`src/rtl/interconnect_cfg_loader.sv`:
```
// Serial bitstream loader that hunts for a sync word, then shifts in the per-CLB interconnect switch codes.
// Optional even-parity check on the payload is enabled by defining CFG_PARITY_EN.
module interconnect_cfg_loader #(
  parameter int          NUM_INPUTS   = 4,
  parameter int          SW_WIDTH     = 5,
  parameter logic [7:0]  SYNC_WORD    = 8'hA5,
  parameter int          SYNC_TIMEOUT = 255
) (
  input  logic                           clk,
  input  logic                           reset,
  input  logic                           cfg_start,
  input  logic                           cfg_valid,
  input  logic                           cfg_data,
  output logic                           cfg_ready,
  output logic [NUM_INPUTS*SW_WIDTH-1:0] switch_bus,
  output logic                           prgm_b,
  output logic                           CLB_prgm_b,
  output logic                           cfg_busy,
  output logic                           cfg_error
);

  localparam int PAYLOAD_W = NUM_INPUTS * SW_WIDTH;
  localparam int CNT_MAX   = (SYNC_TIMEOUT > PAYLOAD_W) ? SYNC_TIMEOUT : PAYLOAD_W;
  localparam int CNT_W     = $clog2(CNT_MAX + 1);

`ifdef CFG_PARITY_EN
  typedef enum logic [2:0] {IDLE, SYNC, LOAD, PARITY, COMMIT, DONE, ERROR} state_t;
`else
  typedef enum logic [2:0] {IDLE, SYNC, LOAD, COMMIT, DONE, ERROR} state_t;
`endif

  state_t                 state, state_next;
  logic [6:0]             sync_sr;      // older 7 bits; the incoming bit completes the 8-bit window
  logic [7:0]             sync_win;
  logic [CNT_W-1:0]       bit_cnt;
  logic [PAYLOAD_W-1:0]   payload;
  logic                   accept;
  logic                   clear_pass;
`ifdef CFG_PARITY_EN
  logic                   parity;
`endif

  always_ff @(posedge clk or posedge reset) begin
    if (reset) state <= IDLE;
    else       state <= state_next;
  end

  always_comb begin
    state_next = state;
    clear_pass = 1'b0;
    cfg_ready  = 1'b0;
    cfg_busy   = 1'b0;
    cfg_error  = 1'b0;
    case (state)
      SYNC, LOAD: begin
        cfg_ready = 1'b1;
        cfg_busy  = 1'b1;
      end
`ifdef CFG_PARITY_EN
      PARITY: begin
        cfg_ready = 1'b1;
        cfg_busy  = 1'b1;
      end
`endif
      COMMIT:  cfg_busy  = 1'b1;
      ERROR:   cfg_error = 1'b1;
      default: ;
    endcase
    accept   = cfg_valid & cfg_ready;
    sync_win = {sync_sr, cfg_data};

    // A start pulse outranks any bit accepted in the same cycle
    if (cfg_start && state != COMMIT) begin
      state_next = SYNC;
      clear_pass = 1'b1;
    end else if (state == COMMIT) begin
      state_next = DONE;
    end else if (accept) begin
      case (state)
        SYNC: begin
          if (sync_win == SYNC_WORD)                     state_next = LOAD;
          else if (bit_cnt == CNT_W'(SYNC_TIMEOUT - 1))  state_next = ERROR;
        end
        LOAD: begin
          if (bit_cnt == CNT_W'(PAYLOAD_W - 1)) begin
`ifdef CFG_PARITY_EN
            state_next = PARITY;
`else
            state_next = COMMIT;
`endif
          end
        end
`ifdef CFG_PARITY_EN
        PARITY: state_next = (parity ^ cfg_data) ? ERROR : COMMIT;
`endif
        default: ;
      endcase
    end
  end

  always_ff @(posedge clk or posedge reset) begin
    if (reset) begin
      sync_sr    <= '0;
      bit_cnt    <= '0;
      payload    <= '0;
      switch_bus <= '0;
      prgm_b     <= 1'b0;
      CLB_prgm_b <= 1'b1;
`ifdef CFG_PARITY_EN
      parity     <= 1'b0;
`endif
    end else begin
      if (clear_pass) begin
        sync_sr    <= '0;
        bit_cnt    <= '0;
        CLB_prgm_b <= 1'b1;
`ifdef CFG_PARITY_EN
        parity     <= 1'b0;
`endif
      end else if (accept) begin
        if (state == SYNC) begin
          sync_sr <= sync_win[6:0];
          bit_cnt <= (sync_win == SYNC_WORD) ? '0 : bit_cnt + CNT_W'(1);
        end else if (state == LOAD) begin
          payload <= {payload[PAYLOAD_W-2:0], cfg_data};
          bit_cnt <= bit_cnt + CNT_W'(1);
`ifdef CFG_PARITY_EN
          parity  <= parity ^ cfg_data;
`endif
        end
      end
      if (state == COMMIT) begin
        switch_bus <= payload;
        prgm_b     <= 1'b1;
        CLB_prgm_b <= 1'b0;
      end
    end
  end

endmodule

```
`config.mk`:
```
export PLATFORM = sky130hd
export DESIGN_NAME = interconnect_cfg_loader
export DESIGN_NICKNAME = d
export VERILOG_FILES = /design/src/rtl/interconnect_cfg_loader.sv
export SDC_FILE = /design/constraint.sdc
export NUM_CORES = 1
export LEC_CHECK = 0
export CAP_MARGIN = 20
export CORE_MARGIN = 8
export CORE_UTILIZATION = 50
export DETAILED_ROUTE_END_ITERATION = 8
export PLACE_DENSITY = 0.86
export SLEW_MARGIN = 10
export SYNTH_ARGS = -nofsm -noshare
export SYNTH_HDL_FRONTEND = slang
export SYNTH_SLANG_ARGS = --single-unit
```
`constraint.sdc`:
```
create_clock -name clk -period 2 [get_ports clk]
set_input_delay 0.4 -clock clk [delete_from_list [all_inputs] [get_ports clk]]
set_output_delay 0.4 -clock clk [all_outputs]
set_load 0.05 [all_outputs]
```
Word level (Yosys, flattened, before mapping)
Cells that the tools add are included.

cells by class
  $add $sub $neg = 1
  eq/ne operators = 10
  multiplexer cells = 21
  bitwise operators = 3
  reduce and logical (&&, ||, !) cells = 13

operators by type and width
  cell                                                              number
  8-bit 2-to-1 mux                                                  5
  7-bit 2-to-1 mux                                                  3
  3-bit 2-to-1 mux                                                  6
  8-bit == test (second input constant)                             2
  8-bit by 1-bit adder with 8-bit output (second input constant)    1
  8-bit by 5-bit == test with 1-bit output (second input constant)  1
  4-bit AND reduction                                               2
  3-bit by 2-bit == test with 1-bit output (second input constant)  2
  1-bit 2-to-1 mux                                                  6
  3-bit case mux with 2 select lines                                1
  2-bit nonzero test                                                3
  3-bit nonzero test                                                2
  5-bit by 4-bit != test with 1-bit output (second input constant)  1
  4-bit by 3-bit != test with 1-bit output (second input constant)  1
  2-bit AND reduction                                               2
  4-bit nonzero test                                                1
  3-bit by 1-bit == test with 1-bit output (second input constant)  1
  3-bit == test (second input constant)                             1
  3-bit by 2-bit != test with 1-bit output (second input constant)  1
  3-bit OR reduction                                                1
  1-bit NOT                                                         2
  2-bit OR reduction                                                1
  1-bit AND                                                         1
  1-bit logical AND                                                 1

word-level totals
  flip-flop bits (word level) = 60
  input bits = 5
  output and inout port bits = 25

Longest topological paths before layout
Gate-level depths: netlist (run 1).

  depth in word-level cells = 7
  mapped depth = 6
  depth with buffers taken out = 6

Worst setup path before layout (run 1)
Ideal clock, no wire load.

  path kind = register to output
  start = register state[1]
  end = output port cfg_busy
  arrival = 1.808 ns
  data required time = 1.600 ns
  path slack = -0.208 ns
  cell stages (with the launch flop) = 4
  buffers on the path = 1
  cells stage by stage = dfrtp_1 > buf_2 > xnor2_1 > o21ai_0

on the way
  longest elaborated chain between the ends = 3

RTL lines
  item                                                                                                  line  text
  from (decl)                                                                                           32    state_t state, state_next;
  from (signal assigned)                                                                                45    else state <= state_next;
  3-bit by 1-bit == test with 1-bit output or 3-bit by 2-bit == test with 1-bit output (tied branches)  54    case (state)
  3-bit OR reduction (no source line) (*)                                                               n/a
  1-bit 2-to-1 mux (*)                                                                                  54
  to (decl)                                                                                             18    output logic cfg_busy,

Every way passes the cells marked *; elsewhere a longest branch is shown, timed or not.

Worst setup path in the final report (run 1)
Ends and elaborated chain as after synthesis.

==> results of run 1 <==
==> cell type report <==
| cell class | instances | area share, % |
|---|---|---|
| clock inverters | 4 | 2.83 |
| clock buffers | 12 | 4.62 |
| flip-flops and latches | 60 | 44.7 |
| inverters | 6 | 0.671 |
| well taps | 70 | 2.61 |
| multi-input cells | 127 | 32.1 |
| repair buffers | 40 | 12.4 |
==> state kept, by name, indices dropped and copies added (netlist names) <==
name / flops
switch_bus: 20
CLB_prgm_b: 1
state: 3
sync_sr: 7
payload: 20
prgm_b: 1
bit_cnt: 8
==> cells by family after synthesis <==
logic type,Yosys count,synth area share [%]
DFF,60,56.8
xor gates and xnor gates,1,0.331
muxes,51,21.4
and+or+nand+nor,45,9.64
adders and majority gates,3,1.32
buffers and inverters,18,3.21
AOI/OAI and AO/OA,27,7.37
==> worst paths after layout <==
check                      cells past startpoint    endpoint       start  slack, ns
min in group clk                               1      prgm_b      prgm_b       0.48
min reg2reg                                    1      prgm_b      prgm_b       0.48
max in group asynchronous                      3  CLB_prgm_b       reset       1.24
max reg2reg                                    5    state[1]  bit_cnt[0]       0.10
min                                            3  payload[3]       reset       0.45
max                                            5    cfg_busy    state[1]       0.08
==> cell usage in the layout, fill, tap and decap left out, drive strengths merged, types with 2 or more instances in the layout <==
master and count:
a21oi 4, a31oi 8, and3 2, and4 2
buf 15, bufinv 3, clkbuf 12, clkdlybuf4s50 25
dfrtp 59, ha 2, inv 6, mux2 41
mux2i 10, nand2 7, nand2b 5, nand3 6
nand4 3, nor2 10, nor3b 3, nor4b 2
o21ai 3
==> synth_stat cells, types with 2 or more instances <==
library cell and instances:
sky130_fd_sc_hd__and3_1 2, sky130_fd_sc_hd__buf_2 10, sky130_fd_sc_hd__mux2i_1 10, sky130_fd_sc_hd__nand2_1 7, sky130_fd_sc_hd__ha_1 2, sky130_fd_sc_hd__nand2b_1 5
sky130_fd_sc_hd__mux2_2 18, sky130_fd_sc_hd__o21ai_1 2, sky130_fd_sc_hd__a21oi_1 4, sky130_fd_sc_hd__mux2_1 22, sky130_fd_sc_hd__dfrtp_1 59, sky130_fd_sc_hd__nand4_1 3
sky130_fd_sc_hd__nor3b_1 3, sky130_fd_sc_hd__nor2_1 10, sky130_fd_sc_hd__nand3_1 6, sky130_fd_sc_hd__inv_1 6, sky130_fd_sc_hd__a31oi_1 8, sky130_fd_sc_hd__and4_1 2
==> power by group <==
part | internal (mW) | switching (mW) | leakage [nW]
clock | 0.895 | 0.461 | 0.127
sequential | 1.23 | 0.0224 | 0.826
combinational | 0.112 | 0.154 | 0.674
total | 2.23 | 0.637 | 1.63
==> worst max-delay path: cells and delay by family, from the launching register on <==
kind,cells,cell delay (ns)
flip-flops,1,0.42
buffers and inverters,3,0.49
XOR/XNOR,1,0.12
AO/OA/AOI/OAI,1,0.15
==> stage by stage <==
| stage | area (sq um) | hold WS, ns | std cells |
|---|---|---|---|
| 6_report | 3360 | 0.447 | 319 |
| 3_5_place_dp | 3090 | 0.455 | 303 |
| 5_1_grt | 3360 | 0.486 | 319 |
| 4_1_cts | 3340 | 0.463 | 319 |
| 2_1_floorplan | 2650 | 0.460 | 205 |
| 3_3_place_gp | 3090 | 0.450 | 303 |
==> timing repair <==
item,4_1_cts,5_1_grt
endpoints found under the hold margin,0,0
hold buffers,0,0
buffers inserted,0,0
resized for setup,0,6
setup endpoints to repair,0,3
==> per-layer routing <==
metal  GRT usage (%)  up-vias
met5               0        -
met4            5.99        0
met2            21.4       27
li1                -      820
met1            17.9      878
met3            4.55        7
==> out/qor.log, run 1 <==
qor: run_status.run_status complete, no violations
qor: floorplanning.core_area 5110 sq um
qor: sta.final_max_slew_viol_count 0
qor: cts.clock_sink_count 60
qor: sta.finalHoldViolations 0
qor: cts.worst_skew_pair.late_latency 0.33 ns
qor: cts.cts.root.buffer_cell sky130_fd_sc_hd__clkbuf_8
qor: sta.relSlewSlack 66.0%
qor: synthesis.synth_largest_type_area_fraction 55.8%
qor: synthesis.synth-async-reset-ratio 100%
qor: floorplanning.die_width 88.8 um
qor: layout.ff_latch_area 1500 sq um
qor: routing.avgViaCountPerCell 5.43
qor: setup_path.required 1.60 ns
qor: place.pre_cts_slack -0.0365 ns
qor: routing.top_layer_used met4
qor: layout.final_core_utilization 65.8%
qor: global_route.number_of_global_route_vias_before_repair 1,801
qor: synthesis.seq_area_frac_synth 56.8%
qor: setup_path.critPathSlowestCell sky130_fd_sc_hd__dfrtp_1
qor: sta.worst_slack 0.0832 ns
qor: pwr.vdd.ir_drop.worst 579 uV
qor: routing.firstDrtPassIters 4
qor: cts.clock_tree.htree_level_count 3
qor: global_route.track_usage 14.1%
qor: routing.detailroute.wirelength.met3 194 um
qor: synthesis.post_synth_instance_area 2650 sq um
qor: setup_path.cp-end-kind primary output
qor: routing.routed_wire_length_per_instance 15.7 um
qor: sta.final.setup.tns 0 ns
qor: run.maxCapViolCount 0
qor: synthesis.ys_top_cells_by_area sky130_fd_sc_hd__dfrtp_1, sky130_fd_sc_hd__mux2_1, sky130_fd_sc_hd__mux2_2
qor: floorplanning.floorplan.initialDensity 51.8%
qor: setup_path.worst_path_largest_cell_delay 0.42 ns
qor: layout.antenna-diode-count 0
qor: synthesis.edff_count_synth 0
qor: setup_path.worst-path-max-fanout 5
qor: synthesis.post_synth_inst_count 205
qor: synthesis.synth-warning-count 0
qor: floorplanning.die_y 88.8 um
qor: sta.worst_max_slew_pin_slew 0.509 ns
qor: pwr.power 2.87 mW
qor: synthesis.cell_taking_the_most_area_after_synthesis sky130_fd_sc_hd__dfrtp_1
qor: setup_path.cp_startpoint_kind flip-flop
qor: setup_path.critical-path-top-cell-by-count sky130_fd_sc_hd__buf_4
qor: layout.n_fill_cell 396
qor: place.detailed_place_hpwl 3.46 mm
qor: global_route.initial_antenna_violation_count 0
qor: routing.detailroute.via_count 1,732
qor: cts.max-clock-path-buffers 2
qor: layout.area_occupied_by_multi_input_gates 1080 sq um
qor: layout.fin_nets 251
qor: routing.drt-total-wl 5.01 mm
qor: synthesis.synth_top_flop_cell sky130_fd_sc_hd__dfrtp_1
qor: sta.period_needed 1.92 ns
qor: cts.inserted_clock_buffers 9
qor: layout.layout-area-overhead-vs-synth 26.8%
qor: sta.unrepaired_setup_endpoints_after_global_routing false
qor: floorplanning.num_io_pins 30
qor: sta.finalSetupViolations 0
qor: synthesis.ys_seq_elements 60
qor: synthesis.synth_area_per_cell 12.9 sq um
qor: pwr.p_per_area 855 nW/um^2
qor: synthesis.syn_nets 212
qor: routing.wl_met2 2.47 mm
qor: sta.skew 0.00796 ns
qor: place.finalWeightedCongestion 0.864
qor: global_route.global_route_congestion_overflow_total 0
qor: min_path.worstHoldPathType in -> async
qor: pwr.cellLeakagePower 1.63 nW
qor: setup_path.cp.arrival 1.52 ns
qor: floorplanning.floorplan.rows 26
qor: synthesis.ys_types 44
qor: global_route.grt_max_degree 61
qor: setup_path.criticalPathCategory reg -> out
qor: sta.final_min_period_over_clock_period 95.8%
qor: floorplanning.floorplan.die_area 7880 sq um
qor: routing.drt.antenna.violating_nets 0
qor: global_route.grt_first_pass_wirelength 8.55 mm
qor: place.io_buffer_count 29
qor: setup_path.timing.critical_path.cells buf_4, xnor2_1, buf_4, o21ai_2, buf_12
qor: routing.wl_met1 2.27 mm
qor: routing.initialDrtViolationCount 128
qor: routing.drt_drc_violations_left 0
qor: cts.cts_tree built
qor: sta.max_clock_freq 0.522 GHz
qor: cts.clkSlewWorstSetupHoldPaths 0.07 ns
qor: layout.drive_gt1_share 22.9%
No activity file was read; power rests on OpenSTA's default activity.
==> inputs of run 2 (changes only) <==
--- a/config.mk
+++ b/config.mk
@@ -6,10 +6,11 @@
 export NUM_CORES = 1
 export LEC_CHECK = 0
 export CAP_MARGIN = 20
-export CORE_MARGIN = 8
-export CORE_UTILIZATION = 50
+export CORE_MARGIN = 5
+export CORE_UTILIZATION = 52
+export CTS_BUF_LIST = sky130_fd_sc_hd__clkbuf_2
 export DETAILED_ROUTE_END_ITERATION = 8
-export PLACE_DENSITY = 0.86
+export PLACE_DENSITY = 0.89
 export SLEW_MARGIN = 10
 export SYNTH_ARGS = -nofsm -noshare
 export SYNTH_HDL_FRONTEND = slang
==> run 2 against run 1 <==
Compared with the run above:
- non-clock buffer count increased by 5
- sequential power hardly changed
- combinational power rose by 3%
- register-to-register slack gained 0.07 ns
- largest cell class unchanged
- maximum frequency increased by 0.32%
==> out/qor.log, run 2 (synthesis results as in run 1) <==
qor: layout.final_core_utilization 65.8% [about the same]
qor: cts.max-clock-path-buffers 2 [unchanged]
qor: cts.worst_skew_pair.late_latency 0.48 ns [+0.15 ns]
qor: sta.relSlewSlack 65.4% [-0.58 points]
qor: layout.commonest_non_fill_non_tap_cell_in_the_layout sky130_fd_sc_hd__dfrtp_1
qor: pwr.internal_power 1.77 mW [-21%]
qor: global_route.grt_max_degree 23 [-62%]
qor: floorplanning.floorplan.die_area 6620 sq um [-16%]
qor: floorplanning.num_io_pins 30 [unchanged]
qor: sta.final_max_slew_viol_count 0 [unchanged]
qor: setup_path.critPathSlowestCell sky130_fd_sc_hd__dfrtp_2
qor: pwr.power 2.41 mW [-16%]
qor: sta.max_clock_freq 0.523 GHz [+0.32%]
qor: cts.clock_sink_count 60 [unchanged]
qor: setup_path.cp_startpoint_kind flip-flop
qor: layout.largestRegisters payload (20), switch_bus (20), bit_cnt (8)
qor: global_route.initial_antenna_violation_count 0 [unchanged]
qor: setup_path.criticalPathCategory reg -> out
qor: routing.avgViaCountPerCell 5.30 [-2.3%]
qor: routing.drt-total-wl 5.07 mm [+1.2%]
qor: routing.drt.antenna.violating_nets 0 [unchanged]
qor: place.finalWeightedCongestion 0.904 [+4.7%]
qor: layout.fin_nets 256 [+2.0%]
qor: routing.initialDrtViolationCount 89 [-30%]
qor: pwr.combinationalPowerShare 11.4% [+2.1 points]
qor: cts.clock_tree.htree_level_count 3 [unchanged]
qor: setup_path.cp.arrival 1.51 ns [about the same]
qor: setup_path.timing.critical_path.cells xnor2_4, o21ai_2, buf_12
qor: global_route.grt_first_pass_wirelength 8.78 mm [+2.7%]
qor: sta.holdWs 0.248 ns [-0.199 ns]
qor: sta.finalSetupViolations 0 [unchanged]
qor: setup_path.required 1.60 ns [about the same]
qor: setup_path.timing.critical_path.max_delay_family flip-flops
qor: routing.detailroute.via_count 1,718 [-0.81%]
qor: pwr.power_switching 0.641 mW [+0.58%]
qor: sta.finalHoldViolations 0 [unchanged]
qor: min_path.worstHoldPathType in -> async
qor: sta.unrepaired_setup_endpoints_after_global_routing true
qor: place.io_buffer_count 29 [unchanged]
qor: routing.firstDrtPassIters 4 [unchanged]
qor: floorplanning.die_width 81.4 um [-8.3%]
qor: pwr.seqPwrFrac 52.0% [+8.5 points]
qor: layout.ff_latch_area 1510 sq um [+0.25%]
qor: sta.period_needed 1.91 ns [-0.00617 ns]
qor: sta.worst_max_slew_pin_slew 0.519 ns [+0.00959 ns]
qor: global_route.number_of_global_route_vias_before_repair 1,856 [+3.1%]
qor: global_route.global_route_congestion_overflow_total 0 [unchanged]
qor: setup_path.worst-path-buf-inv 1 [-2]
qor: layout.n_fill_cell 398 [+0.51%]
qor: global_route.track_usage 18.0% [+3.9 points]
qor: cts.cts.root.buffer_cell sky130_fd_sc_hd__clkbuf_2
qor: routing.drt_drc_violations_left 0 [unchanged]
qor: setup_path.worst_path_largest_cell_delay 0.52 ns [+0.10 ns]
qor: sta.skew 0.0157 ns [+0.00773 ns]
qor: pwr.power_frac_clock 36.7% [-10 points]
qor: cts.cts_tree built
qor: floorplanning.floorplan.initialDensity 52.8% [+1.0 points]
qor: setup_path.cp-end-kind primary output
qor: sta.final_min_period_over_clock_period 95.5% [-0.31 points]
qor: pwr.netSwitchingFraction 26.6% [+4.4 points]
qor: layout.area_occupied_by_multi_input_gates 1090 sq um [+1.4%]
qor: place.detailed_place_hpwl 3.62 mm [+4.7%]
qor: cts.inserted_clock_buffers 9 [unchanged]
qor: floorplanning.core_area 5010 sq um [-1.9%]
qor: layout.final_cell_mix sky130_fd_sc_hd__dfrtp_1, sky130_fd_sc_hd__mux2_1, sky130_fd_sc_hd__dlygate4sd2_1, sky130_fd_sc_hd__mux2_2, sky130_fd_sc_hd__buf_4
qor: floorplanning.floorplan.rows 26 [unchanged]
qor: cts.ctsHoldBuffers 0 [unchanged]
qor: run.maxCapViolCount 0 [unchanged]
qor: cts.clkSlewWorstSetupHoldPaths 0.17 ns [+0.10 ns]
qor: floorplanning.die_y 81.4 um [-8.3%]
qor: pwr.cellLeakagePower 1.71 nW [+4.9%]
qor: pwr.p_per_area 731 nW/um^2 [-15%]
qor: run_status.run_status complete, no violations
qor: sta.worst_slack 0.0894 ns [+0.00617 ns]
qor: layout.drive_gt1_share 26.4% [+3.5 points]
qor: pwr.vdd.ir_drop.worst 436 uV [-25%]
qor: layout.layout-area-overhead-vs-synth 24.5%
qor: routing.routed_wire_length_per_instance 15.7 um [-0.34%]
qor: layout.antenna-diode-count 0 [unchanged]
qor: place.pre_cts_slack 0.00817 ns [+0.0447 ns]
qor: sta.final.setup.tns 0 ns [unchanged]
qor: setup_path.worst-path-max-fanout 8 [+3]
run 2: power groups by stage:
| stage | sequential [mW] | clock, mW | combinational, mW |
|---|---|---|---|
| 3_3_place_gp | 1.27 | 0 | 0.259 |
| 6_report | 1.25 | 0.883 | 0.274 |
| 2_1_floorplan | 1.26 | 0 | 0.171 |
| 5_1_grt | 1.25 | 0.973 | 0.296 |
| 3_5_place_dp | 1.27 | 0 | 0.264 |
| 4_1_cts | 1.25 | 0.913 | 0.272 |
run 2: area by class of cell:
| cell class | count | area share, % |
|---|---|---|
| flip-flops and latches | 60 | 45.7 |
| clock buffers | 9 | 1.37 |
| well taps | 70 | 2.66 |
| clock inverters | 7 | 3.04 |
| repair buffers | 45 | 13.4 |
| multi-input cells | 127 | 33.2 |
| inverters | 6 | 0.683 |
run 2: path summary, 6_finish.rpt:
| check | startpoint | to | slack, ns | cells after the start |
|---|---|---|---|---|
| min reg2reg | switch_bus[3] | switch_bus[3] | 0.51 | 1 |
| max | state[1] | cfg_busy | 0.09 | 3 |
| min in group clk | switch_bus[3] | switch_bus[3] | 0.51 | 1 |
| min | reset | prgm_b | 0.25 | 2 |
| max in group asynchronous | reset | payload[2] | 1.25 | 3 |
| max reg2reg | state[1] | sync_sr[2] | 0.17 | 4 |
run 2: through the flow:
| stage | area (sq um) | std cells |
|---|---|---|
| 2_1_floorplan | 2650 | 205 |
| 3_3_place_gp | 3100 | 303 |
| 3_5_place_dp | 3100 | 303 |
| 4_1_cts | 3270 | 321 |
| 5_1_grt | 3300 | 324 |
| 6_report | 3300 | 324 |
run 2: what timing repair did:
action	CTS	global route
buffers inserted	2	3
resized for setup	29	3
endpoints found under the setup margin	24	6
pin swaps	0	4
run 2: routing by layer:
layer	part of all wire, %	global-route usage (%)	vias to the layer above	wire, um
li1	-	-	832	-
met1	44	21.2	837	2220
met2	51	30.0	38	2570
met3	3.7	5.43	11	187
met4	1.9	8.28	0	96
met5	0	0	-	0
